### src/rtl/fma16_mul_stage.sv
// FMA16 iterative shift-and-add significand multiplier (x significand times y significand).
// Define FMA16_MUL_EARLY_TERM_EN to leave BUSY as soon as the remaining multiplier bits are zero.
module fma16_mul_stage #(
   parameter int BITS_PER_CYC = 1,
   parameter int BIAS         = 15
) (
   input  logic        clk,
   input  logic        reset,
   input  logic        in_valid,
   output logic        in_ready,
   input  logic        xs,
   input  logic        ys,
   input  logic [4:0]  xe,
   input  logic [4:0]  ye,
   input  logic [9:0]  xm,
   input  logic [9:0]  ym,
   input  logic        x_zero,
   input  logic        y_zero,
   input  logic        x_inf,
   input  logic        y_inf,
   input  logic        x_nan,
   input  logic        y_nan,
   input  logic        negp,
   output logic        out_valid,
   input  logic        out_ready,
   output logic        ps,
   output logic [6:0]  pe,
   output logic [21:0] pm,
   output logic        p_zero,
   output logic        p_inf,
   output logic        p_nan,
   output logic        p_invalid
);

   localparam int         N      = 11 / BITS_PER_CYC;
   localparam logic [3:0] N_LD   = 4'(N);
   localparam logic [6:0] BIAS_W = 7'(BIAS);

   localparam logic [1:0] IDLE = 2'd0;
   localparam logic [1:0] BUSY = 2'd1;
   localparam logic [1:0] DONE = 2'd2;

   logic [1:0]  state;
   logic [3:0]  cnt;
   logic [21:0] mcand;
   logic [10:0] mplr;

   logic        accept;
   logic        special;
   logic        last;
   logic        nan_c;
   logic        inv_c;
   logic        inf_c;
   logic        zero_c;
   logic [10:0] xsig;
   logic [10:0] ysig;
   logic [6:0]  xe_eff;
   logic [6:0]  ye_eff;
   logic [21:0] acc_nxt;
   logic [21:0] mcand_nxt;
   logic [10:0] mplr_nxt;

   assign in_ready  = (state == IDLE) | ((state == DONE) & out_ready);
   assign out_valid = (state == DONE);
   assign accept    = in_valid & in_ready;

   assign special = x_zero | y_zero | x_inf | y_inf | x_nan | y_nan;

   assign xsig   = {xe != 5'd0, xm};
   assign ysig   = {ye != 5'd0, ym};
   assign xe_eff = (xe == 5'd0) ? 7'd1 : {2'b00, xe};
   assign ye_eff = (ye == 5'd0) ? 7'd1 : {2'b00, ye};

   // Special-case flags resolved in priority order: NaN, invalid, inf, zero
   assign nan_c  = x_nan | y_nan;
   assign inv_c  = ~nan_c & ((x_inf & y_zero) | (y_inf & x_zero));
   assign inf_c  = ~nan_c & ~inv_c & (x_inf | y_inf);
   assign zero_c = ~nan_c & ~inv_c & ~inf_c & (x_zero | y_zero);

   always_comb begin
      acc_nxt = pm;
      for (int j = 0; j < BITS_PER_CYC; j++) begin
         if (mplr[j]) acc_nxt = acc_nxt + (mcand << j);
      end
      mcand_nxt = mcand << BITS_PER_CYC;
      mplr_nxt  = mplr >> BITS_PER_CYC;
   end

`ifdef FMA16_MUL_EARLY_TERM_EN
   assign last = (cnt == 4'd1) | (mplr_nxt == 11'd0);
`else
   assign last = (cnt == 4'd1);
`endif

   always_ff @(posedge clk) begin
      if (reset) begin
         state     <= IDLE;
         cnt       <= 4'd0;
         mcand     <= 22'd0;
         mplr      <= 11'd0;
         ps        <= 1'b0;
         pe        <= 7'd0;
         pm        <= 22'd0;
         p_zero    <= 1'b0;
         p_inf     <= 1'b0;
         p_nan     <= 1'b0;
         p_invalid <= 1'b0;
      end else if (accept) begin
         ps        <= xs ^ ys ^ negp;
         pe        <= xe_eff + ye_eff - BIAS_W;
         pm        <= 22'd0;
         mcand     <= {11'd0, xsig};
         mplr      <= ysig;
         cnt       <= N_LD;
         p_nan     <= nan_c | inv_c;
         p_invalid <= inv_c;
         p_inf     <= inf_c;
         p_zero    <= zero_c;
         state     <= special ? DONE : BUSY;
      end else if (state == BUSY) begin
         pm    <= acc_nxt;
         mcand <= mcand_nxt;
         mplr  <= mplr_nxt;
         cnt   <= cnt - 4'd1;
         if (last) state <= DONE;
      end else if ((state == DONE) & out_ready) begin
         state <= IDLE;
      end
   end

endmodule
### config.mk
export PLATFORM = sky130hd
export DESIGN_NAME = fma16_mul_stage
export DESIGN_NICKNAME = d
export VERILOG_FILES = /design/src/rtl/fma16_mul_stage.sv
export SDC_FILE = /design/constraint.sdc
export NUM_CORES = 1
export LEC_CHECK = 0
export BUFFER_PORTS_ARGS = -buffer_cell sky130_fd_sc_hd__buf_2
export CAP_MARGIN = 20
export CORE_UTILIZATION = 45
export CTS_CLUSTER_SIZE = 24
export DETAILED_ROUTE_END_ITERATION = 12
export PLACE_DENSITY_LB_ADDON = 0.08
export SLEW_MARGIN = 20
export SYNTH_ARGS = -nofsm -noshare
export SYNTH_HDL_FRONTEND = slang
export SYNTH_SLANG_ARGS = --single-unit
### constraint.sdc
create_clock -name clk -period 3.3 [get_ports clk]
set_input_delay 0.66 -clock clk [delete_from_list [all_inputs] [get_ports clk]]
set_output_delay 0.66 -clock clk [all_outputs]
set_load 0.02 [all_outputs]
* After elaboration in Yosys (flattened, before gate mapping)
Index checks and enable logic that the tools add are counted.
W data, S select, Z words.
** Word-level totals
- Input port bits :: 43
- Bits in latches :: 0
- Output and inout bits :: 36
- Register bits :: 73
- Bits in read-only memories :: 0
- Memory bits (writable) :: 0
- Word-level logic and storage cells :: 68
- Memories :: 0
** Cells by class
- Bitwise operators :: 24
- Shifts and indexed selects :: 0
- Reductions and logical operators :: 10
- Mux-type cells :: 13
- Multiply operators :: 0
- Equality and inequality tests :: 4
- $add $sub $neg :: 4
- Divide/modulo/power cells :: 0
- Order comparisons :: 0
** Operators by type and width (number)
- $mux W11 :: 4
- $add A22 B22 Y22 :: 1
- $logic_not A5 Y1 :: 2
- $mux W2 :: 5
- $mux W5 :: 2
- $or A1 B1 Y1 :: 10
- $reduce_bool A5 Y1 :: 2
- $and A1 B1 Y1 :: 9
- $mux W4 :: 2
- $sub A6 B4 Y7 const B :: 1
- $add A5 B5 Y6 :: 1
- $eq A4 B1 Y1 const B :: 1
- $reduce_and A2 Y1 :: 2
- $sub A4 B1 Y4 const B :: 1
- $ne A3 B3 Y1 const B :: 1
- $not A1 Y1 :: 3
- $reduce_bool A3 Y1 :: 1
- $eq A2 B1 Y1 const B :: 1
- $eq A2 B2 Y1 const B :: 1
- $logic_not A2 Y1 :: 1
- $reduce_bool A2 Y1 :: 1
- $reduce_or A2 Y1 :: 1
- $xor A1 B1 Y1 :: 2

* Longest topological paths before layout
Gate-level depths: netlist (run 1).
- Word-level depth :: 9
- Depth in mapped cells :: 13
- Depth with buffers taken out :: 13

* Worst setup path after synthesis (run 1)
OpenSTA, ideal clock, no wires.
- Path kind :: in2reg
- Start point :: in xe[1]
- End point :: reg pe[5]
- Path slack :: 0.757 ns
- Arrival :: 2.473 ns
- Stages :: 13
- Library setup time :: 0.071 ns
- Buffers on the path :: 0
- Data required time :: 3.229 ns
- Cell sequence :: nor4_1 -> nor2_1 -> ha_1 -> inv_1 -> ha_1 -> inv_1 -> fa_1 -> inv_1 -> a21oi_1 -> o21ai_0 -> xor2_1 -> nand2_1 -> a21oi_1
** On the way
- Word-level cells in the longest chain between the ends :: 4
** RTL lines
- start, declared :: line 13 : input logic [4:0] xe,
- $logic_not A5 Y1 :: line 71 : assign xe_eff = (xe == 5'd0) ? 7'd1 : {2'b00, xe};
- $mux W5 * :: line 71
- $add A5 B5 Y6 * :: line 110 : pe <= xe_eff + ye_eff - BIAS_W;
- $sub A6 B4 Y7 * :: line 110
- end signal, assigned :: line 110
- end, declared :: line 27 : output logic [6:0] pe,
Every way passes the cells marked *; elsewhere a longest branch is shown, timed or not.
A chain may end at the register's enable or synchronous reset.

* Worst setup path after layout (run 1)
- Start point :: reg pm[0]
- End point :: reg pm[16]
** On the way
- Word-level cells in the longest chain between the ends :: 1
** RTL lines
- start, declared :: line 28 : output logic [21:0] pm,
- start signal, assigned :: line 121 : pm <= acc_nxt;
- $add A22 B22 Y22 :: line 83 : if (mplr[j]) acc_nxt = acc_nxt + (mcand << j);
No other way between the ends.

==> impl_metrics.env, run 1 <==
export IMPL_maxCapViolations=0
export IMPL_diodes=0
export IMPL_synth_ff_type="dfxtp_1"
export IMPL_p_leak_nw=2.09
export IMPL_ir_worst_vdd_uv=297
export IMPL_path_cells="ha_1, inv_1, fa_1, nand2b_1, a21oi_1, o21ai_1, a21oi_1, buf_4, a31oi_1, o2111ai_1, o211ai_1"
export IMPL_drive_gt1_share_pct=19.0
export IMPL_postCtsHoldBufs=0
export IMPL_period_share_pct=73.9
export IMPL_fillers=877
export IMPL_reg2reg_slack_ps=860
export IMPL_multi_input_area_um2=2500
export IMPL_startpoint_type="flop"
export IMPL_regArea_um2=1460
export IMPL_fin_skew_ps=14.5
export IMPL_tightest_slew_ps=755
export IMPL_cts_root_buf="clkbuf_8"
export IMPL_synth_warnings=0
export IMPL_ant_nets=0
export IMPL_end_kind="flop"
export IMPL_fmax_ghz=0.410
export IMPL_cpPeakStageDelay_ps=380
export IMPL_antenna_found_initial=0
export IMPL_seq_area_frac_synth_pct=35.0
export IMPL_hold_slack_ps=455
export IMPL_grt_ovfl_total=0
export IMPL_viasPerCell=5.51
export IMPL_yosysTopAreaCell="dfxtp_1"
export IMPL_die_x_um=98.3
export IMPL_syn_nets=602
export IMPL_synth_top_area_share_pct=35.0
export IMPL_setup_viol=0
export IMPL_drv_slew=0
export IMPL_clkLatencyLatePin_ps=360
export IMPL_clockBufferDepth=2
export IMPL_dpl_cell_count=686
export IMPL_crit_fanout=5
export IMPL_clk_pin_slew_ps=100
export IMPL_syn_inst=525
export IMPL_slew_headroom_pct=49.6
export IMPL_cp_data_required_time_ps=3550
export IMPL_fp_row_count=34
export IMPL_dp_final_hpwl_um=7450
export IMPL_grt_max_degree=42
export IMPL_finalHoldViolCount=0
export IMPL_place_port_buffers=78
export IMPL_powerDensity_nw_per_um2=388
export IMPL_drt_iter0_drc=143
export IMPL_clkSinkCount=73
export IMPL_synth_distinct_cells=59
export IMPL_cts_buffers=9
export IMPL_die_area_um2=9660
export IMPL_cts_tree="yes"
export IMPL_grt_setup_unrepaired="no"
export IMPL_drt_total_wl_um=10100
export IMPL_fin_crit_ps=2440
export IMPL_post_cts_resized=0
export IMPL_firstDrtPassIters=6
export IMPL_crit_type="flop to flop"
export IMPL_drc=0
export IMPL_ys_ff_latch=73
export IMPL_crit_top_cell="a21oi_1"
export IMPL_grt_pass1_wl_um=17100
export IMPL_instances_no_fill=702
export IMPL_die_h_um=98.3
export IMPL_postCtsSetupBuffers=0
export IMPL_cpMaxStageDelayCell="dfxtp_1"
export IMPL_core_area_um2=8850
export IMPL_dr_total_vias=3869
export IMPL_nNetsFinal=666
export IMPL_h_tree_depth=3
export IMPL_status="completed"
export IMPL_place_gp_congestion=0.898
export IMPL_grt_pass1_vias=3688
export IMPL_async_reset_ff_share_pct=0
export IMPL_io_pins=79
export IMPL_hold_class="flop to flop"
export IMPL_arrival_ps=2690
export IMPL_synth_edff_count=0
export IMPL_syn_cell_area_um2=4170
export IMPL_wl_per_cell_um=14.4
export IMPL_area_growth_pct=15.4
export IMPL_grt_usage_pct=21.9
export IMPL_syn_avg_cell_area_um2=7.95
export IMPL_synth_area_top_cells="dfxtp_1, ha_1, a21oi_1"
export IMPL_initial_core_util_pct=47.2
export IMPL_final_setup_tns_ps=0
==> per-stage QoR <==
stage / setup slack, ps / area, um^2 / total power [W] / util (%)
floorplan: 757 / 4170 / 0.00111 / -
finish: 862 / 4820 / 0.00187 / 54.4
detailed placement: 476 / 4630 / 0.00119 / 52.3
global placement: 532 / 4630 / 0.00118 / 52.3
global route: 595 / 4820 / 0.00195 / 54.4
CTS: 835 / 4820 / 0.00189 / 54.4
==> flip-flops by register name, summed over array words and instances (netlist names) <==
register	count
mcand	22
pm	22
mplr	11
pe	7
cnt	4
state	2
p_inf	1
p_invalid	1
p_nan	1
p_zero	1
ps	1
==> synthesized netlist by cell type, drive strengths merged, types with 5 or more instances <==
cell     n
nand2   89
dfxtp   73
a21oi   72
nor2    36
ha      32
clkbuf  21
a22oi   20
inv     20
nand3   18
o21ai   18
buf     12
xnor2   11
a21o     8
nand2b   8
a211oi   7
o211ai   7
xor2     7
a31oi    6
nor3     6
o21a     5
==> report_power, final <==
group	leakage, nW	total (W)	switching (W)	internal (W)
clock	0.0995	0.000703	0.000406	0.000297
sequential	0.595	0.000936	0.0000234	0.000913
combinational	1.39	0.000228	0.000133	0.0000952
==> worst max-delay path: cells and delay by family (launching register included) <==
kind	cells	cell delay [ps]
buf+inv	2	210
compound gates	6	970
fa+ha+maj	2	580
simple gates	1	190
flops	1	380
==> worst paths after layout <==
check             start      to  depth (start not counted)
setup / recovery  pm[0]  pm[16]                         11
hold / removal    pe[6]   pe[6]                          2
setup reg to reg  pm[0]  pm[16]                         11
hold reg to reg   pe[6]   pe[6]                          2
==> kinds of logic after synthesis <==
| group | synth area share (%) |
|---|---|
| simple gates | 20.3 |
| compound gates | 24.4 |
| flops | 35.0 |
| buf+inv | 5.22 |
| fa+ha+maj | 10.6 |
| xor+xnor | 3.78 |
| mux | 0.719 |
==> layout make-up <==
class                           count  area share (%)
Clock buffer                        9            2.57
Clock inverter                      7            1.38
Inverter                           21            1.64
Multi-Input combinational cell    398            51.9
Sequential cell                    73            30.3
Tap cell                          108            2.81
Timing Repair Buffer               86            9.35
==> routing by layer <==
| metal | vias to the layer above | global-route usage [%] | wire length (um) |
|---|---|---|---|
| met3 | 10 | 6.23 | 574 |
| met5 | - | 0 | 0 |
| met1 | 1770 | 27.8 | 4760 |
| li1 | 1989 | - | - |
| met2 | 100 | 36.6 | 4630 |
| met4 | 0 | 5.40 | 111 |
==> cell usage in the layout, fill, tap and decap left out, drive strengths merged, types with 2 or more instances in the layout <==
cell type	instances
a311oi	2
nor3	6
nand2	89
xnor2	11
a22oi	20
o21ai	18
ha	32
clkbuf	9
o2111ai	4
nor4	4
dfxtp	73
nor2b	3
o211ai	7
a211oi	7
mux2i	3
nand3b	2
nand3	18
nor2	36
nand2b	8
and3	3
and2	4
a21o	8
a21oi	72
inv	27
nand4	4
o21a	5
buf	86
a31o	2
xor2	7
fa	2
a31oi	6
No activity file was read; power rests on OpenSTA's default activity.
==> run 2, diff against run 1 <==
Settings changed: ABC_AREA set to 1.
Clock period 3.3 ns to 2.2 ns, I/O delays scaled along.
==> run 2 against run 1 <==
  * Clock power grew 54%
  * Sequential share of layout area shrank 3.6 points
  * Register-to-register slack lost 680 ps
  * First-iteration DRC count grew 11%
  * Cell count grew 35%
  * Final area grew 14%
  * Count of clock-buffer cells in the layout grew 4
  * Combinational power grew to 5.2 times the previous value
  * Worst setup slack lost 720 ps
  * Critical path type is now primary input to flop
  * Clock skew shrank 7.1 ps
  * Sequential power grew 72%
  * Non-clock buffer count grew 7
==> impl_metrics.env, run 2 <==
export IMPL_status="completed"
export IMPL_maxCapViolations=0
export IMPL_io_pins=79
export IMPL_startpoint_type="primary input"
export IMPL_ir_worst_vdd_uv=443
export IMPL_h_tree_depth=3
export IMPL_die_x_um=105
export IMPL_crit_type="primary input to flop"
export IMPL_finalHoldViolCount=0
export IMPL_ys_ff_latch=73
export IMPL_synth_warnings=0
export IMPL_antenna_found_initial=1
export IMPL_grt_pass1_vias=4361
export IMPL_drc=0
export IMPL_crit_top_cell="inv_1"
export IMPL_grt_ovfl_total=0
export IMPL_slew_headroom_pct=74.9
export IMPL_initial_core_util_pct=46.2
export IMPL_tightest_slew_ps=376
export IMPL_grt_usage_pct=22.5
export IMPL_grt_setup_unrepaired="yes"
export IMPL_final_common_cell="nand2_1"
export IMPL_syn_nets=802
export IMPL_synthTopCellsByCount="nand2_1, inv_1, dfxtp_1"
export IMPL_path_cells="buf_2, nor2_1, nand2_1, nor3_2, or2_2, inv_1, ha_1, inv_1, ha_2, inv_1, fa_2, nor2_1, a211oi_1, xnor2_1, o21ai_1, inv_1"
export IMPL_place_gp_congestion=0.848
export IMPL_clkLatencyLatePin_ps=360
export IMPL_cpMaxStageDelayCell="fa_2"
export IMPL_fmax_ghz=0.487
export IMPL_arrival_ps=2310
export IMPL_seq_area_frac_synth_pct=30.8
export IMPL_final_util_pct=53.3
export IMPL_firstDrtPassIters=5
export IMPL_mostFrequentLayoutCells="nand2_1, inv_1, buf_2"
export IMPL_die_area_um2=11000
export IMPL_nNetsFinal=883
export IMPL_yosysTopAreaCell="dfxtp_1"
export IMPL_dr_total_vias=4592
export IMPL_synth_area_top_cells="dfxtp_1, nand2_1, inv_1"
export IMPL_ant_nets=0
export IMPL_cp_data_required_time_ps=2460
export IMPL_clkSinkCount=73
export IMPL_drt_iter0_drc=159
export IMPL_final_setup_tns_ps=0
export IMPL_reg_largest_list="mcand (22), pm (22), mplr (11)"
export IMPL_fin_skew_ps=7.43
export IMPL_synth_distinct_cells=43
export IMPL_crit_fanout=2
export IMPL_clockBufferDepth=2
export IMPL_synth_edff_count=0
export IMPL_fin_crit_ps=2050
export IMPL_end_kind="flop"
export IMPL_drv_slew=0
export IMPL_syn_cell_area_um2=4740
export IMPL_fp_row_count=37
export IMPL_cts_tree="yes"
export IMPL_cts_buffers=9
export IMPL_grt_pass1_wl_um=19600
export IMPL_hold_class="primary input to flop"
export IMPL_drt_total_wl_um=11800
export IMPL_synth_ff_type="dfxtp_1"
export IMPL_drive_gt1_share_pct=16.4
export IMPL_postCtsHoldBufs=0
export IMPL_syn_inst=725
export IMPL_p_leak_nw=2.89
export IMPL_yosysMostFrequentCell="nand2_1"
export IMPL_dp_final_hpwl_um=9190
export IMPL_powerDensity_nw_per_um2=710
export IMPL_synth_top_area_share_pct=30.8
export IMPL_syn_avg_cell_area_um2=6.54
export IMPL_die_h_um=105
export IMPL_viasPerCell=4.85
export IMPL_place_port_buffers=78
export IMPL_cts_root_buf="clkbuf_8"
export IMPL_wl_per_cell_um=12.4
export IMPL_clk_pin_slew_ps=80
export IMPL_core_area_um2=10300
export IMPL_area_growth_pct=15.4
export IMPL_async_reset_ff_share_pct=0
export IMPL_grt_max_degree=37
export IMPL_cpPeakStageDelay_ps=330
export IMPL_period_share_pct=93.4
export IMPL_setup_viol=0
## run 2: changes by cell type in the layout (fill, tap and decap cells not counted), moves of 6 or more
cell      change
a21o_1        -8
buf_4         +7
o21a_1        +8
a22oi_1      -19
nand2_1     +165
a31oi_1      +12
nor2_1       +18
nand2b_1      -8
xnor2_1       -6
a21oi_1      -43
nand3_1      +12
inv_1        +98
## run 2: cell families (layout without fill, tap and decap cells)
| family | Yosys count | count (layout) | synth area share, % |
|---|---|---|---|
| simple gates | 360 | 360 | 31.1 |
| buf+inv | 146 | 231 | 13.3 |
| compound gates | 100 | 100 | 13.3 |
| flops | 73 | 73 | 30.8 |
| fa+ha+maj | 34 | 34 | 9.28 |
| xor+xnor | 12 | 12 | 2.22 |
| other cells | 0 | 1 | 0 |
## run 2: area by class of cell
| type | count | area (um^2) |
|---|---|---|
| inverters | 123 | 474 |
| flip-flops and latches | 73 | 1460 |
| multi-input cells | 506 | 2680 |
| repair buffers | 93 | 503 |
| well taps | 136 | 170 |
| diodes | 1 | 2.50 |
| fillers | 1127 | 4800 |
| clock inverters | 2 | 38.8 |
| clock buffers | 13 | 149 |
## run 2: timing repair
item,in CTS,in global routing
resized for setup,0,6
buffers inserted,0,1
endpoints found under the setup margin,0,5
hold endpoints to repair,0,0
## run 2: power by group
group          total [W]  internal [W]  switching (W)
combinational    0.00119      0.000398       0.000796
sequential       0.00161       0.00148       0.000131
clock            0.00108      0.000553       0.000525
## run 2: routing by layer
metal / GRT usage (%) / part of all wire [%]
met2: 37.8 / 47
met3: 5.74 / 4.5
met4: 8.85 / 2.2
met5: 0 / 0
met1: 27.4 / 46
## run 2: final timing paths
path,startpoint,endpoint,slack [ps],cells after the start
worst min register to register,pe[6],pe[6],450,2
worst max-delay path,ye[2],pe[5],150,16
worst min-delay path,xm[0],mcand[0],300,2
worst max register to register,mcand[0],pm[16],180,13
## run 2: stage by stage
step | hold WS [ps] | area [um^2] | power, W | setup WS (ps) | cells
finish | 300 | 5480 | 0.00389 | 146 | 947
CTS | 287 | 5440 | 0.00393 | 48.6 | 945
detailed placement | 447 | 5260 | 0.00285 | -336 | 930
floorplan | 450 | 4750 | 0.00256 | 26.3 | 725
global placement | 442 | 5260 | 0.00282 | -172 | 930
global route | 292 | 5470 | 0.00414 | -26.8 | 946
## run 2: critical path, delay by kind of cell
family,cells,cell delay [ps]
simple gates,5,590
compound gates,2,180
xor+xnor,1,130
fa+ha+maj,3,670
buf+inv,5,290
==> run 3, diff against run 2 <==
Settings changed: HOLD_SLACK_MARGIN set to 0.15, REMOVE_ABC_BUFFERS set to 1.
==> run 3 against run 2 <==
  * Routed wire length is 2.1% lower
  * Count of clock-buffer cells in the layout shrank 2
  * Register-to-register slack better by 40 ps
  * Combinational power about the same
  * First-iteration DRC count shrank 8.2%
  * Core utilization decreased by 0.073 points
  * Cell count shrank 0.32%
  * Sequential power about the same
  * Hold slack improved by 37 ps
  * Via count decreased by 0.48%
  * Power down 1.2%
  * Clock skew is 5.6 ps higher
  * Critical endpoint unchanged
  * Largest power group unchanged
==> impl_metrics.env, run 3 (synthesized netlist as in run 2, its figures left out) <==
export IMPL_firstDrtPassIters=5
export IMPL_final_area_um2=5470
export IMPL_tightest_slew_ps=402
export IMPL_fillers=1115
export IMPL_die_h_um=105
export IMPL_cts_tree="yes"
export IMPL_drt_iter0_drc=146
export IMPL_path_cells="buf_2, nor4_4, nand2_1, nand2_1, inv_1, ha_1, inv_1, ha_1, inv_1, fa_2, nor2_1, a211oi_1, xnor2_1, o21ai_1, inv_1"
export IMPL_nNetsFinal=882
export IMPL_finalPower_w=0.00384
export IMPL_post_cts_resized=0
export IMPL_slew_headroom_pct=73.1
export IMPL_dp_slack_ps=-288
export IMPL_whs_endpoint="mcand[0]"
export IMPL_fmax_ghz=0.488
export IMPL_postCtsHoldBufs=0
export IMPL_crit_start="xe[0]"
export IMPL_p_sw_w=0.00142
export IMPL_core_area_um2=10300
export IMPL_seq_power_share_pct=41.9
export IMPL_drc=0
export IMPL_mostFrequentLayoutCells="nand2_1, inv_1, buf_2"
export IMPL_min_from="xm[0]"
export IMPL_grt_pass1_vias=4484
export IMPL_grt_usage_pct=22.4
export IMPL_reg_largest_list="mcand (22), pm (22), mplr (11)"
export IMPL_maxCapViolations=0
export IMPL_clockBufferDepth=2
export IMPL_place_port_buffers=78
export IMPL_startpoint_type="primary input"
export IMPL_wl_per_cell_um=12.2
export IMPL_hold_depth=2
export IMPL_diodes=0
export IMPL_fin_crit_ps=2050
export IMPL_p_int_w=0.00242
export IMPL_final_common_cell="nand2_1"
export IMPL_cpPeakStageDelay_ps=330
export IMPL_p_clk_share_pct=26.6
export IMPL_crit_type="primary input to flop"
export IMPL_die_area_um2=11000
export IMPL_io_pins=79
export IMPL_end_kind="flop"
export IMPL_powerDensity_nw_per_um2=702
export IMPL_drv_slew=0
export IMPL_postCtsSetupBuffers=0
export IMPL_combPwrFrac_pct=31.5
export IMPL_clk_pin_slew_ps=70
export IMPL_place_gp_congestion=0.864
export IMPL_final_setup_tns_ps=0
export IMPL_antenna_found_initial=0
export IMPL_cp_data_required_time_ps=2440
export IMPL_drive_gt1_share_pct=16.3
export IMPL_path_buf_inv=5
export IMPL_reg2reg_to="pm[16]"
export IMPL_area_growth_pct=15.2
export IMPL_setup_viol=0
export IMPL_cpMaxStageDelayCell="fa_2"
export IMPL_ant_nets=0
export IMPL_clkLatencyLatePin_ps=350
export IMPL_grt_pass1_wl_um=19900
export IMPL_timing_rr_start="mcand[0]"
export IMPL_regArea_um2=1460
export IMPL_grt_ovfl_total=0
export IMPL_finalHoldViolCount=0
export IMPL_multi_input_area_um2=2680
export IMPL_placed_cell_area_um2=5250
export IMPL_crit_fanout=2
export IMPL_crit_top_cell="inv_1"
export IMPL_hold_slack_ps=337
export IMPL_period_share_pct=93.1
export IMPL_swShare_pct=36.9
export IMPL_drt_total_wl_um=11500
export IMPL_p_leak_nw=2.88
export IMPL_reg2reg_slack_ps=220
export IMPL_cts_root_buf="clkbuf_8"
export IMPL_cts_buffers=9
export IMPL_clkSinkCount=73
export IMPL_ir_worst_vdd_uv=491
export IMPL_hold_class="primary input to flop"
export IMPL_h_tree_depth=3
export IMPL_rr_worst_depth=13
export IMPL_fp_row_count=37
export IMPL_status="completed"
export IMPL_setup_ws_ps=153
export IMPL_dp_final_hpwl_um=8950
export IMPL_dr_total_vias=4570
export IMPL_fin_skew_ps=13.0
export IMPL_viasPerCell=4.84
export IMPL_arrival_ps=2290
export IMPL_initial_core_util_pct=46.2
export IMPL_grt_max_degree=37
export IMPL_die_x_um=105
export IMPL_crit_family="adder cells"
-- run 3: cell types whose count changed in the layout (fill, tap and decap cells not counted), sizes merged --
cell / change
buf: -1
clkbuf: -2
clkinvlp: +1
diode: -1
-- run 3: cell type report --
type / count / area share [%]
Tap cell: 136 / 3.11
Clock inverter: 3 / 0.778
Clock buffer: 11 / 2.59
Timing Repair Buffer: 92 / 9.06
Inverter: 123 / 8.67
Multi-Input combinational cell: 506 / 49.1
Sequential cell: 73 / 26.7
-- run 3: metal layers --
layer	vias up	wire (um)	global-route usage, %
li1	2438	-	-
met1	2052	5410	26.8
met2	70	5580	41.1
met3	10	415	3.93
met4	0	124	5.63
met5	-	0	0
-- run 3: per-stage QoR --
step,util [%],cells
after global routing,53.2,944
final,53.2,944
after global placement,51.1,930
after detailed placement,51.1,930
after CTS,52.9,944
after floorplan,-,702
-- run 3: worst max path at each step --
stage / endpoint / cells past startpoint
floorplan: pe[5] / 14
global placement: pe[5] / 15
detailed placement: pe[5] / 15
CTS: pe[5] / 15
global route: pm[14] / 13
finish: pe[5] / 15
-- run 3: power by group through the flow --
stage               sequential [W]  clock [W]  combinational [W]
finish                     0.00161    0.00102            0.00121
global route               0.00163    0.00112            0.00136
CTS                        0.00161    0.00106            0.00122
detailed placement         0.00164          0            0.00121
global placement           0.00163          0            0.00119
floorplan                  0.00167          0           0.000784
